--- src/rtl/fwd_scoreboard.sv ---
// fwd_scoreboard: decode-stage hazard and forwarding controller.
// Tracks the destination of every in-flight register writer for DEPTH stages
// after decode, resolves each source operand to the register file or to the
// youngest stage holding its producer, stalls on load results that are not
// yet available, and counts stall and forward cycles with saturation.
module fwd_scoreboard #(
    parameter int XLEN       = 32,
    parameter int AW         = 5,
    parameter int DEPTH      = 3,
    parameter int LOAD_STAGE = 2,
    parameter int CW         = 16,
    localparam int SW        = $clog2(DEPTH + 1)
) (
    input  logic                  clk,
    input  logic                  rst,
    input  logic                  hold,
    input  logic                  flush,
    input  logic                  id_valid,
    input  logic [AW-1:0]         id_rs1,
    input  logic [AW-1:0]         id_rs2,
    input  logic                  id_use_rs1,
    input  logic                  id_use_rs2,
    input  logic [AW-1:0]         id_rd,
    input  logic                  id_regwrite,
    input  logic                  id_is_load,
    input  logic [XLEN-1:0]       rf_rs1_data,
    input  logic [XLEN-1:0]       rf_rs2_data,
    input  logic [DEPTH*XLEN-1:0] stage_data,
    output logic                  stall,
    output logic [SW-1:0]         fwd_sel1,
    output logic [SW-1:0]         fwd_sel2,
    output logic [XLEN-1:0]       op1_data,
    output logic [XLEN-1:0]       op2_data,
    output logic [CW-1:0]         stall_cnt,
    output logic [CW-1:0]         fwd_cnt
);

    // One in-flight writer; a valid entry always means a register write.
    typedef struct packed {
        logic          valid;
        logic [AW-1:0] rd;
        logic          is_load;
    } entry_t;

    // Resolution of one source operand.
    typedef struct packed {
        logic            hazard;
        logic [SW-1:0]   sel;
        logic [XLEN-1:0] data;
    } res_t;

    // ent_q[1] is the instruction now in EX, ent_q[DEPTH] the oldest tracked.
    entry_t ent_q [1:DEPTH];

    res_t res1;
    res_t res2;
    logic issue;
    logic fwd_any;

    // Scan oldest to youngest so the youngest matching writer overrides.
    // An unready (load not yet at LOAD_STAGE) youngest match flags a hazard
    // and falls back to register-file data, which the stall then discards.
    function automatic res_t resolve(input logic [AW-1:0]   rs,
                                     input logic [XLEN-1:0] rf_data);
        res_t r;
        r.hazard = 1'b0;
        r.sel    = '0;
        r.data   = rf_data;
        if (rs == '0) begin
            r.data = '0;
        end else begin
            for (int k = DEPTH; k >= 1; k--) begin
                if (ent_q[k].valid && ent_q[k].rd == rs) begin
                    if (!ent_q[k].is_load || k >= LOAD_STAGE) begin
                        r.hazard = 1'b0;
                        r.sel    = SW'(k);
                        r.data   = stage_data[k*XLEN-1 -: XLEN];
                    end else begin
                        r.hazard = 1'b1;
                        r.sel    = '0;
                        r.data   = rf_data;
                    end
                end
            end
        end
        return r;
    endfunction

    // Combinational operand resolution, stall and issue decisions.
    always_comb begin
        // NOTE: every always_comb output gets a value before any branch, so no path can leave a latch behind.
        res1    = resolve(id_rs1, rf_rs1_data);
        res2    = resolve(id_rs2, rf_rs2_data);
        stall   = id_valid && !flush &&
                  ((id_use_rs1 && res1.hazard) || (id_use_rs2 && res2.hazard));
        issue   = id_valid && id_regwrite && !stall && !flush;
        fwd_any = id_valid && !stall && !flush &&
                  ((id_use_rs1 && res1.sel != '0) || (id_use_rs2 && res2.sel != '0));
    end

    assign fwd_sel1 = res1.sel;
    assign fwd_sel2 = res2.sel;
    assign op1_data = res1.data;
    assign op2_data = res2.data;

    // Shift the writer scoreboard one stage per unfrozen cycle.
    always_ff @(posedge clk or negedge rst) begin
        if (!rst) begin
            // NOTE: every entry is reset, not just a pointer -- a stale valid bit would forward or stall on garbage.
            for (int k = 1; k <= DEPTH; k++) begin
                ent_q[k] <= '0;
            end
        end else if (!hold) begin
            // NOTE: non-blocking assignment makes each entry take its neighbour's old value regardless of loop order.
            for (int k = DEPTH; k >= 2; k--) begin
                ent_q[k] <= ent_q[k-1];
            end
            if (issue) begin
                ent_q[1] <= '{valid: 1'b1, rd: id_rd, is_load: id_is_load};
            end else begin
                ent_q[1] <= '0;
            end
        end
    end

    // Saturating stall and forward counters, frozen while hold is high.
    always_ff @(posedge clk or negedge rst) begin
        if (!rst) begin
            stall_cnt <= '0;
            fwd_cnt   <= '0;
        end else if (!hold) begin
            if (stall && stall_cnt != '1) begin
                stall_cnt <= stall_cnt + 1'b1;
            end
            if (fwd_any && fwd_cnt != '1) begin
                fwd_cnt <= fwd_cnt + 1'b1;
            end
        end
    end

endmodule

--- config.mk ---
export PLATFORM = sky130hd
export DESIGN_NAME = fwd_scoreboard
export DESIGN_NICKNAME = d
export VERILOG_FILES = /design/src/rtl/fwd_scoreboard.sv
export SDC_FILE = /design/constraint.sdc
export NUM_CORES = 1
export LEC_CHECK = 0
export ABC_AREA = 1
export CAP_MARGIN = 20
export CORE_AREA = 4 4 116 118
export DETAILED_ROUTE_END_ITERATION = 10
export DIE_AREA = 0 0 120 122
export GPL_ROUTABILITY_DRIVEN = 0
export GPL_TIMING_DRIVEN = 0
export PLACE_DENSITY = 0.94
export RECOVER_POWER = 25
export SLEW_MARGIN = 40
export SYNTH_ARGS = -nofsm -noshare
export SYNTH_HDL_FRONTEND = slang
export SYNTH_SLANG_ARGS = --single-unit
--- constraint.sdc ---
create_clock -name clk -period 5 [get_ports clk]
set_clock_uncertainty 0.05 [all_clocks]
set_input_delay 1 -clock clk [delete_from_list [all_inputs] [get_ports clk]]
set_output_delay 1 -clock clk [all_outputs]
set_load 0.02 [all_outputs]
# Yosys cells after proc, flatten, opt, wreduce, memory -nomap -nowiden

Index checks and enable logic that the tools add are counted.

Add/sub/neg operators: 2
Reductions and logical operators: 30
Muxes and demuxes: 13
Equality and inequality tests: 8
Bitwise logic cells: 1

Operator list:

| operator              | number |
|---|---|
| $mux 35               | 6 |
| $mux 34               | 2 |
| $mux 32               | 2 |
| $add 16x1->16 const B | 2 |
| $ne 16x16->1 const B  | 2 |
| $eq 5x5->1            | 6 |
| $logic_and 1x1->1     | 20 |
| $logic_not 5->1       | 2 |
| $mux 7                | 1 |
| $mux 3                | 2 |
| $reduce_and 2->1      | 2 |
| $reduce_bool 2->1     | 2 |
| $logic_not 1->1       | 2 |
| $logic_or 1x1->1      | 2 |
| $not 1->1             | 1 |

Logic and storage cells: 63
Register bits after elaboration: 51
Output and inout port bits: 101

# Depth between registers and ports, before layout

Gate-level depths: netlist (run 1).

Depth after elaboration: 15
Depth in mapped cells: 16
Mapped depth without buffers: 15

# Worst setup path before layout (run 1)

No wires, ideal clock.

Kind: input-to-output
From: input id_rs1[2]
To: output op1_data[10]
Setup slack: 1.385 ns
Stages: 8
Data arrival time: 2.565 ns
Data required time: 3.950 ns
Path buffers: 1
Cells stage by stage: inv_1 -> nor2_1 -> a21oi_1 -> nand3_1 -> nand2_1 -> clkbuf_1 -> o22ai_1 -> a211oi_1

Word-level cells in the longest chain between the ends: 6
Elaborated cells on any way between the ends: 11
Classes of those cells: 3 x eq/ne; 4 x mux; 4 x reduce/logical

Ends and longest elaborated chain:

| item                 | line | text |
|---|---|---|
| start, declared      | 19   | `input logic [AW-1:0] id_rs1,` |
| $eq 5x5->1           | 73   | `if (ent_q[k].valid && ent_q[k].rd == rs) begin` |
| $logic_and 1x1->1    | 73   |  |
| $mux 34              | 73   |  |
| $mux 35 (2 in a row) | 73   |  |
| $mux 32 *            | 69   | `if (rs == '0) begin` |
| end, declared        | 32   | `output logic [XLEN-1:0] op1_data,` |

Mark *: on every way between the ends. The rest lies on a longest branch, timed or not.

# Final worst setup path (run 1)

From: input id_rs1[0]
To: output op1_data[30]

The elaborated chain is that of the path after synthesis.

==> results of run 1 <==
worst register-to-register path, stage by stage, from the launching register on:
cell	delay, ns
dfrtp_1	0.40
inv_1	0.07
nand2_1	0.06
nand2_1	0.05
nor2_1	0.15
nand2_1	0.07
nor2_1	0.21
nand2_1	0.20
nand2_1	0.10
nand2_1	0.08
nand2_1	0.07
nand2_1	0.08
nand2_4	0.14
nand3_4	0.12
buf_6	0.17
nand2_1	0.07
nand2_1	0.05
path summary, 6_finish.rpt:
path | slack, ns | start | cells after the start | endpoint
max | 0.05 | id_rs1[0] | 11 | op1_data[30]
min | 0.47 | ent_q[6]$_DFFE_PN0N_ | 2 | ent_q[6]$_DFFE_PN0N_
max reg2reg | 2.77 | ent_q[2]$_DFFE_PN0N_ | 16 | fwd_cnt[13]$_DFFE_PN0P_
min reg2reg | 0.47 | ent_q[6]$_DFFE_PN0N_ | 2 | ent_q[6]$_DFFE_PN0N_
max in group asynchronous | 1.75 | rst | 2 | ent_q[16]$_DFFE_PN0N_
min in group asynchronous | 0.58 | rst | 1 | fwd_cnt[11]$_DFFE_PN0P_
layout make-up:
| cell class | instances | area (µm²) |
|---|---|---|
| antenna | 2 | 5.00 |
| tap | 172 | 215 |
| inverter | 75 | 282 |
| multi-input combinational | 664 | 3610 |
| buffer | 56 | 267 |
| clock buffer | 5 | 125 |
| clock inverter | 3 | 27.5 |
| timing repair buffer | 284 | 2850 |
| fill | 1042 | 3800 |
| sequential | 51 | 1280 |
state kept, by name, summed over array words and instances (netlist names):
| signal | cells |
|---|---|
| fwd_cnt | 16 |
| ent_q | 19 |
| stall_cnt | 16 |
synth_stat cells (all sizes together):
cell | number | share of area (%)
nand2 | 198 | 14
nor4 | 8 | 1.2
o22ai | 71 | 8.3
nand4 | 21 | 2.4
nor2 | 62 | 4.5
a211oi | 32 | 4.5
buf | 13 | 1.4
xnor2 | 8 | 1.3
o21bai | 1 | 0.14
ha | 2 | 0.46
or2 | 41 | 4.8
clkbuf | 43 | 3.0
clkinv | 1 | 0.070
dfrtp | 51 | 24
inv | 74 | 5.2
o21ai | 68 | 6.3
nand3b | 3 | 0.42
nor3 | 6 | 0.56
nand3 | 27 | 2.9
o221ai | 29 | 4.7
a21oi | 50 | 4.7
nor3b | 17 | 2.4
xor2 | 20 | 3.3
cell families (layout without fill, tap and decap cells):
logic type      count (synthesis)  after routing
compound gates                251            251
flops                          51             51
simple gates                  383            383
other cells                     0              2
fa+ha+maj                       2              2
xor+xnor                       28             28
buf+inv                       131            423
through the flow:
stage / total power, µW / hold WS (ns) / area (µm²) / std cells / setup slack, ns
after detailed placement: 910 / 0.447 / 8450 / 1302 / -0.340
after floorplan: 617 / 0.419 / 5380 / 846 / 1.39
after global routing: 1330 / 0.503 / 8660 / 1312 / -0.00600
after global placement: 903 / 0.438 / 8430 / 1301 / -0.361
final: 1270 / 0.466 / 8660 / 1312 / 0.0472
after CTS: 1270 / 0.464 / 8620 / 1310 / 0.00397
power breakdown:
| part | total, µW | internal [µW] | switching, µW |
|---|---|---|---|
| registers | 433 | 422 | 11.7 |
| clock network | 364 | 191 | 172 |
| logic | 475 | 253 | 222 |
| total | 1270 | 866 | 406 |
routing by layer:
layer  up-vias  share of wire (%)  GRT usage (%)
li1       3546                  -              -
met1      3517                 36           40.0
met2       528                 47           58.5
met3       128                 10           8.31
met4         2                6.2           19.3
met5         -              0.049              0
repair_timing:
action                                  CTS  global route
endpoints found under the hold margin     0             0
endpoints found under the setup margin   30            54
resized for setup                         9            44
==> metrics.csv, run 1 <==
metric,value,unit
WP buf/inv,5,
critical path's top delay family,buffers and inverters,
Slew @ Worst Pin,2.36,ns
status,finished with violations,
clock root buffer,clkbuf_16,
yosys warns,0,
Post-Syn Area per Cell,6.36,µm²
power density cells,147,nW/µm²
vias per cell,5.88,
Seq cells post-synth,51,
# clock sinks,51,
vias,7721,
detail-routed net length per standard cell,20.3,µm
Synth Area in Adders,0.465,%
CP startpoint kind,input port,
die area,14600,µm²
# IOs,285,
fin crit period,4.95,ns
Synth Area in Compound Gates,28.6,%
largest family of logic cells by synthesized area,simple AND/OR/NAND/NOR gates,
core area,12500,µm²
crit path cell chain,clkdlybuf4s50_1 -> inv_1 -> nor2_1 -> nor2_1 -> nand3_1 -> nor2_1 -> inv_1 -> clkbuf_2 -> a21oi_1 -> a211oi_1 -> clkdlybuf4s50_1,
P_leak,0.00375,µW
fraction of layout cells with a size suffix above 1,8.61,%
"Seq/Total Area, Yosys",23.7,%
DR iter-0 viols,948,
max_cap viols,1,
CTS tree,done,
Min-Delay Path Class,reg2reg,
"Setup violations, final",0,
FP Rows,41,
final slew viol count,44,
CP most frequent cell,nor2_1,
Die X-Extent,120,µm
delay of the slowest critical-path stage,0.67,ns
number of buffers created by CTS,5,
"Net Count, Synth",1032,
H-tree depth,2,
hold_buf cts,0,
DRT Pass-1 Iters,6,
fin nets,1323,
CP Max Fanout,10,
final core utilization,69.5,%
Tcrit/Tclk final,99.1,%
max frequency,0.202,GHz
global-route wire length before repair,40100,µm
GR Util All Layers,34.5,%
crit path max-delay cell type,clkdlybuf4s50_1,
clock tree buffer depth,2,
"commonest non-fill, non-tap cell in the layout",clkdlybuf4s50_1,
post-synthesis mux area share,0,%
critical path type,in2out,
slew margin rel.,-57.7,%
xor-xnor portion of the synthesized cell area,4.56,%
most frequent cells in the layout,"clkdlybuf4s50_1 (273), nand2_1 (196), o22ai_1 (71)",
clk_lat worst skew,0.30,ns
Total Routed Length,26600,µm
Post-CTS Setup Bufs,0,
Setup crit end kind,primary output,
vias in the first global route,7540,
failing checks,"capacitance limit, slew limit",
Worst EP required,3.95,ns
Synth cell types,33,
grt ovf,0,
CP arrival,3.90,ns
Synth-to-Final Area Change,60.9,%
initial antenna violation count,3,
Simple-Gate Fraction of Synth Area,33.1,%
largest net degree at the start of global routing,44,
clk slew on worst S/H paths,0.08,ns
Port Buffers,283,
"IR drop worst, VDD",0.207,mV
Hold Fails Final Rpt,0,
area of the mapped netlist,5380,µm²
Setup TNS,0,ns
die height,122,µm
initial cell density of the core,43.2,%
DRC viols,0,
HPWL Detailed,21100,µm
ANT nets after route,0,
Synth Instances,846,
Note: power is estimated with default switching activity, not from simulation.
==> run 2: changes to the inputs <==
--- a/config.mk
+++ b/config.mk
@@ -7,12 +7,12 @@
 export LEC_CHECK = 0
 export ABC_AREA = 1
 export CAP_MARGIN = 20
-export CORE_AREA = 4 4 116 118
+export CORE_AREA = 4 4 120 122
 export DETAILED_ROUTE_END_ITERATION = 10
-export DIE_AREA = 0 0 120 122
+export DIE_AREA = 0 0 124 126
 export GPL_ROUTABILITY_DRIVEN = 0
 export GPL_TIMING_DRIVEN = 0
-export PLACE_DENSITY = 0.94
+export PLACE_DENSITY = 0.89
 export RECOVER_POWER = 25
 export SLEW_MARGIN = 40
 export SYNTH_ARGS = -nofsm -noshare
==> constraint.sdc (replaced) <==
create_clock -name clk -period 5.2 [get_ports clk]
set_clock_uncertainty 0.05 [all_clocks]
set_input_delay 1.04 -clock clk [delete_from_list [all_inputs] [get_ports clk]]
set_output_delay 1.04 -clock clk [all_outputs]
set_load 0.02 [all_outputs]
==> run 2 against run 1 <==
The flow still finishes with violations (capacitance limit, slew limit). Count of clock-buffer cells in the layout unchanged. Sequential power decreased by 4%. Setup slack improved by 0.066 ns. Wire length increased by 0.76%. Register-to-register slack improved by 0.07 ns. Clock power decreased by 2%. Worst hold slack improved by 0.013 ns. Cell area decreased by 0.20%. Critical path depth unchanged. Combinational power decreased by 4.6%. Global-route usage decreased by 1.9 points. Sequential share of layout area about the same. Largest cell class unchanged.
==> metrics.csv, run 2 (synthesized netlist as in run 1, its figures left out) <==
metric,value,unit,change
status,finished with violations,,unchanged
failing checks,"capacitance limit, slew limit",,unchanged
Top reg by flops,ent_q,,unchanged
FP Rows,42,,was 41
CP arrival,4.00,ns,was 3.90 ns
ANT nets after route,0,,unchanged
"IR drop worst, VDD",0.217,mV,was 0.207 mV
Setup TNS,0,ns,unchanged
Worst EP required,4.11,ns,was 3.95 ns
Regs by FF count,"ent_q (19), fwd_cnt (16), stall_cnt (16)",,unchanged
DR iter-0 viols,870,,was 948
# IOs,285,,unchanged
Hold Fails Final Rpt,0,,unchanged
DRC viols,0,,unchanged
Reg area,1280,µm²,unchanged
Comb power frac,37.0,%,was 37.4%
P_int,834,µW,was 866 µW
max_cap viols,1,,unchanged
sw frac,31.9,%,about the same
Die X-Extent,124,µm,was 120 µm
CP startpoint kind,input port,,unchanged
fraction of layout cells with a size suffix above 1,8.26,%,was 8.61%
fin crit period,5.09,ns,
CTS tree,done,,unchanged
Seq pwr share,34.0,%,was 34.1%
most frequent cells in the layout,"clkdlybuf4s50_1 (282), nand2_1 (196), o22ai_1 (71)",,"was clkdlybuf4s50_1 (273), nand2_1 (196), o22ai_1 (71)"
hold_buf cts,0,,unchanged
RSZ-0062 raised after global routing,true,,
max FFs per register,19,,unchanged
# clock sinks,51,,unchanged
final std cells w/o fill,1317,,was 1312
max frequency,0.197,GHz,
critical path type,in2out,,unchanged
die area,15600,µm²,was 14600 µm²
core area,13200,µm²,was 12500 µm²
Fillers,1180,,was 1042
number of buffers created by CTS,5,,unchanged
global-route wire length before repair,40200,µm,was 40100 µm
slew margin rel.,-56.5,%,was -57.7%
clk_lat worst skew,0.30,ns,about the same
detail-routed net length per standard cell,20.4,µm,was 20.3 µm
P_leak,0.00366,µW,was 0.00375 µW
DRT Pass-1 Iters,6,,unchanged
power density cells,142,nW/µm²,was 147 nW/µm²
die height,126,µm,was 122 µm
clk slew on worst S/H paths,0.07,ns,was 0.08 ns
vias in the first global route,7549,,was 7540
clock tree buffer depth,2,,unchanged
GR Util All Layers,32.6,%,was 34.5%
Tcrit/Tclk final,97.8,%,
Total Routed Length,26800,µm,was 26600 µm
Setup crit end kind,primary output,,unchanged
HPWL Detailed,21200,µm,was 21100 µm
H-tree depth,2,,unchanged
multi-input logic area,3620,µm²,was 3610 µm²
CP Max Fanout,10,,unchanged
initial cell density of the core,40.8,%,was 43.2%
grt ovf,0,,unchanged
dpl cells,1306,,was 1302
Total Power,1230,µW,was 1270 µW
switching pwr,391,µW,was 406 µW
Port Buffers,283,,unchanged
Min-Delay Path Class,reg2reg,,unchanged
clock root buffer,clkbuf_16,,unchanged
"commonest non-fill, non-tap cell in the layout",clkdlybuf4s50_1,,unchanged
vias per cell,5.86,,was 5.88
clock power share,29.0,%,was 28.6%
final slew viol count,44,,unchanged
Slew @ Worst Pin,2.35,ns,was 2.36 ns
Synth-to-Final Area Change,60.6,%,was 60.9%
initial antenna violation count,1,,was 3
"Setup violations, final",0,,unchanged
largest net degree at the start of global routing,44,,unchanged
fin nets,1323,,unchanged
vias,7718,,was 7721
final core utilization,65.5,%,was 69.5%
run 2: cell types whose count changed in the layout (fill, tap and decap cells not counted), sizes merged:
cell	previous run	this run
clkdlybuf4s50	273	282
diode	2	3
dlymetal6s2s	9	0
buf	10	12
clkbuf	53	51
run 2: final timing paths:
kind                                           from                  endpoint  slack [ns]  cells after the start
max                                       id_rs2[4]              op2_data[22]        0.11                     11
min                        stall_cnt[3]$_DFFE_PN0P_  stall_cnt[3]$_DFFE_PN0P_        0.48                      1
max reg2reg                   ent_q[10]$_DFFE_PN0N_   fwd_cnt[12]$_DFFE_PN0P_        2.84                     13
min reg2reg                stall_cnt[3]$_DFFE_PN0P_  stall_cnt[3]$_DFFE_PN0P_        0.48                      1
max in group asynchronous                       rst      ent_q[6]$_DFFE_PN0N_        1.92                      2
min in group asynchronous                       rst    fwd_cnt[5]$_DFFE_PN0P_        0.61                      1
run 2: per-stage QoR:
step	setup WS (ns)	instance area [µm²]	hold slack, ns
2_1_floorplan	1.51	5380	0.419
3_3_place_gp	-0.273	8430	0.455
3_5_place_dp	-0.229	8460	0.463
4_1_cts	0.00397	8640	0.476
5_1_grt	0.00181	8640	0.491
6_report	0.113	8640	0.479
run 2: metal layers:
metal	vias up	share of wire (%)	GRT usage, %
li1	3545	-	-
met1	3512	36	38.0
met2	535	47	53.8
met3	126	11	8.65
met4	0	5.8	17.7
met5	-	0	0
run 2: worst max-delay path: stages:
cell             delay (ns)
clkdlybuf4s50_1        0.53
inv_1                  0.16
nand2_1                0.06
nand2_1                0.06
nor2_1                 0.05
nand3_1                0.18
buf_2                  0.26
buf_1                  0.49
o221ai_1               0.23
a21oi_1                0.26
clkdlybuf4s50_1        0.66
run 2: cell type report:
class,count,area share (%)
clock inverter,3,0.318
timing repair buffer,284,32.7
inverter,75,3.26
antenna,3,0.0869
multi-input combinational,664,41.8
sequential,51,14.8
tap,176,2.55
clock buffer,5,1.45
buffer,56,3.00
run 2: power groups by stage:
stage,registers [µW],logic (µW),clock network (µW)
5_1_grt,418,481,378
4_1_cts,416,450,362
3_5_place_dp,424,447,0
6_report,417,453,355
3_3_place_gp,424,441,0
2_1_floorplan,423,170,0
run 2: timing repair:
item | 4_1_cts | 5_1_grt
endpoints found under the setup margin | 19 | 37
buffers inserted | 0 | 0
gates resized for setup | 9 | 27
gates cloned | 0 | 0
==> run 3: changes to the inputs <==
--- a/config.mk
+++ b/config.mk
@@ -6,7 +6,7 @@
 export NUM_CORES = 1
 export LEC_CHECK = 0
 export ABC_AREA = 1
-export CAP_MARGIN = 20
+export CAP_MARGIN = 25
 export CORE_AREA = 4 4 120 122
 export DETAILED_ROUTE_END_ITERATION = 10
 export DIE_AREA = 0 0 124 126
==> results of run 3 <==
Final layout, timing and power as in run 2 (identical DEF).
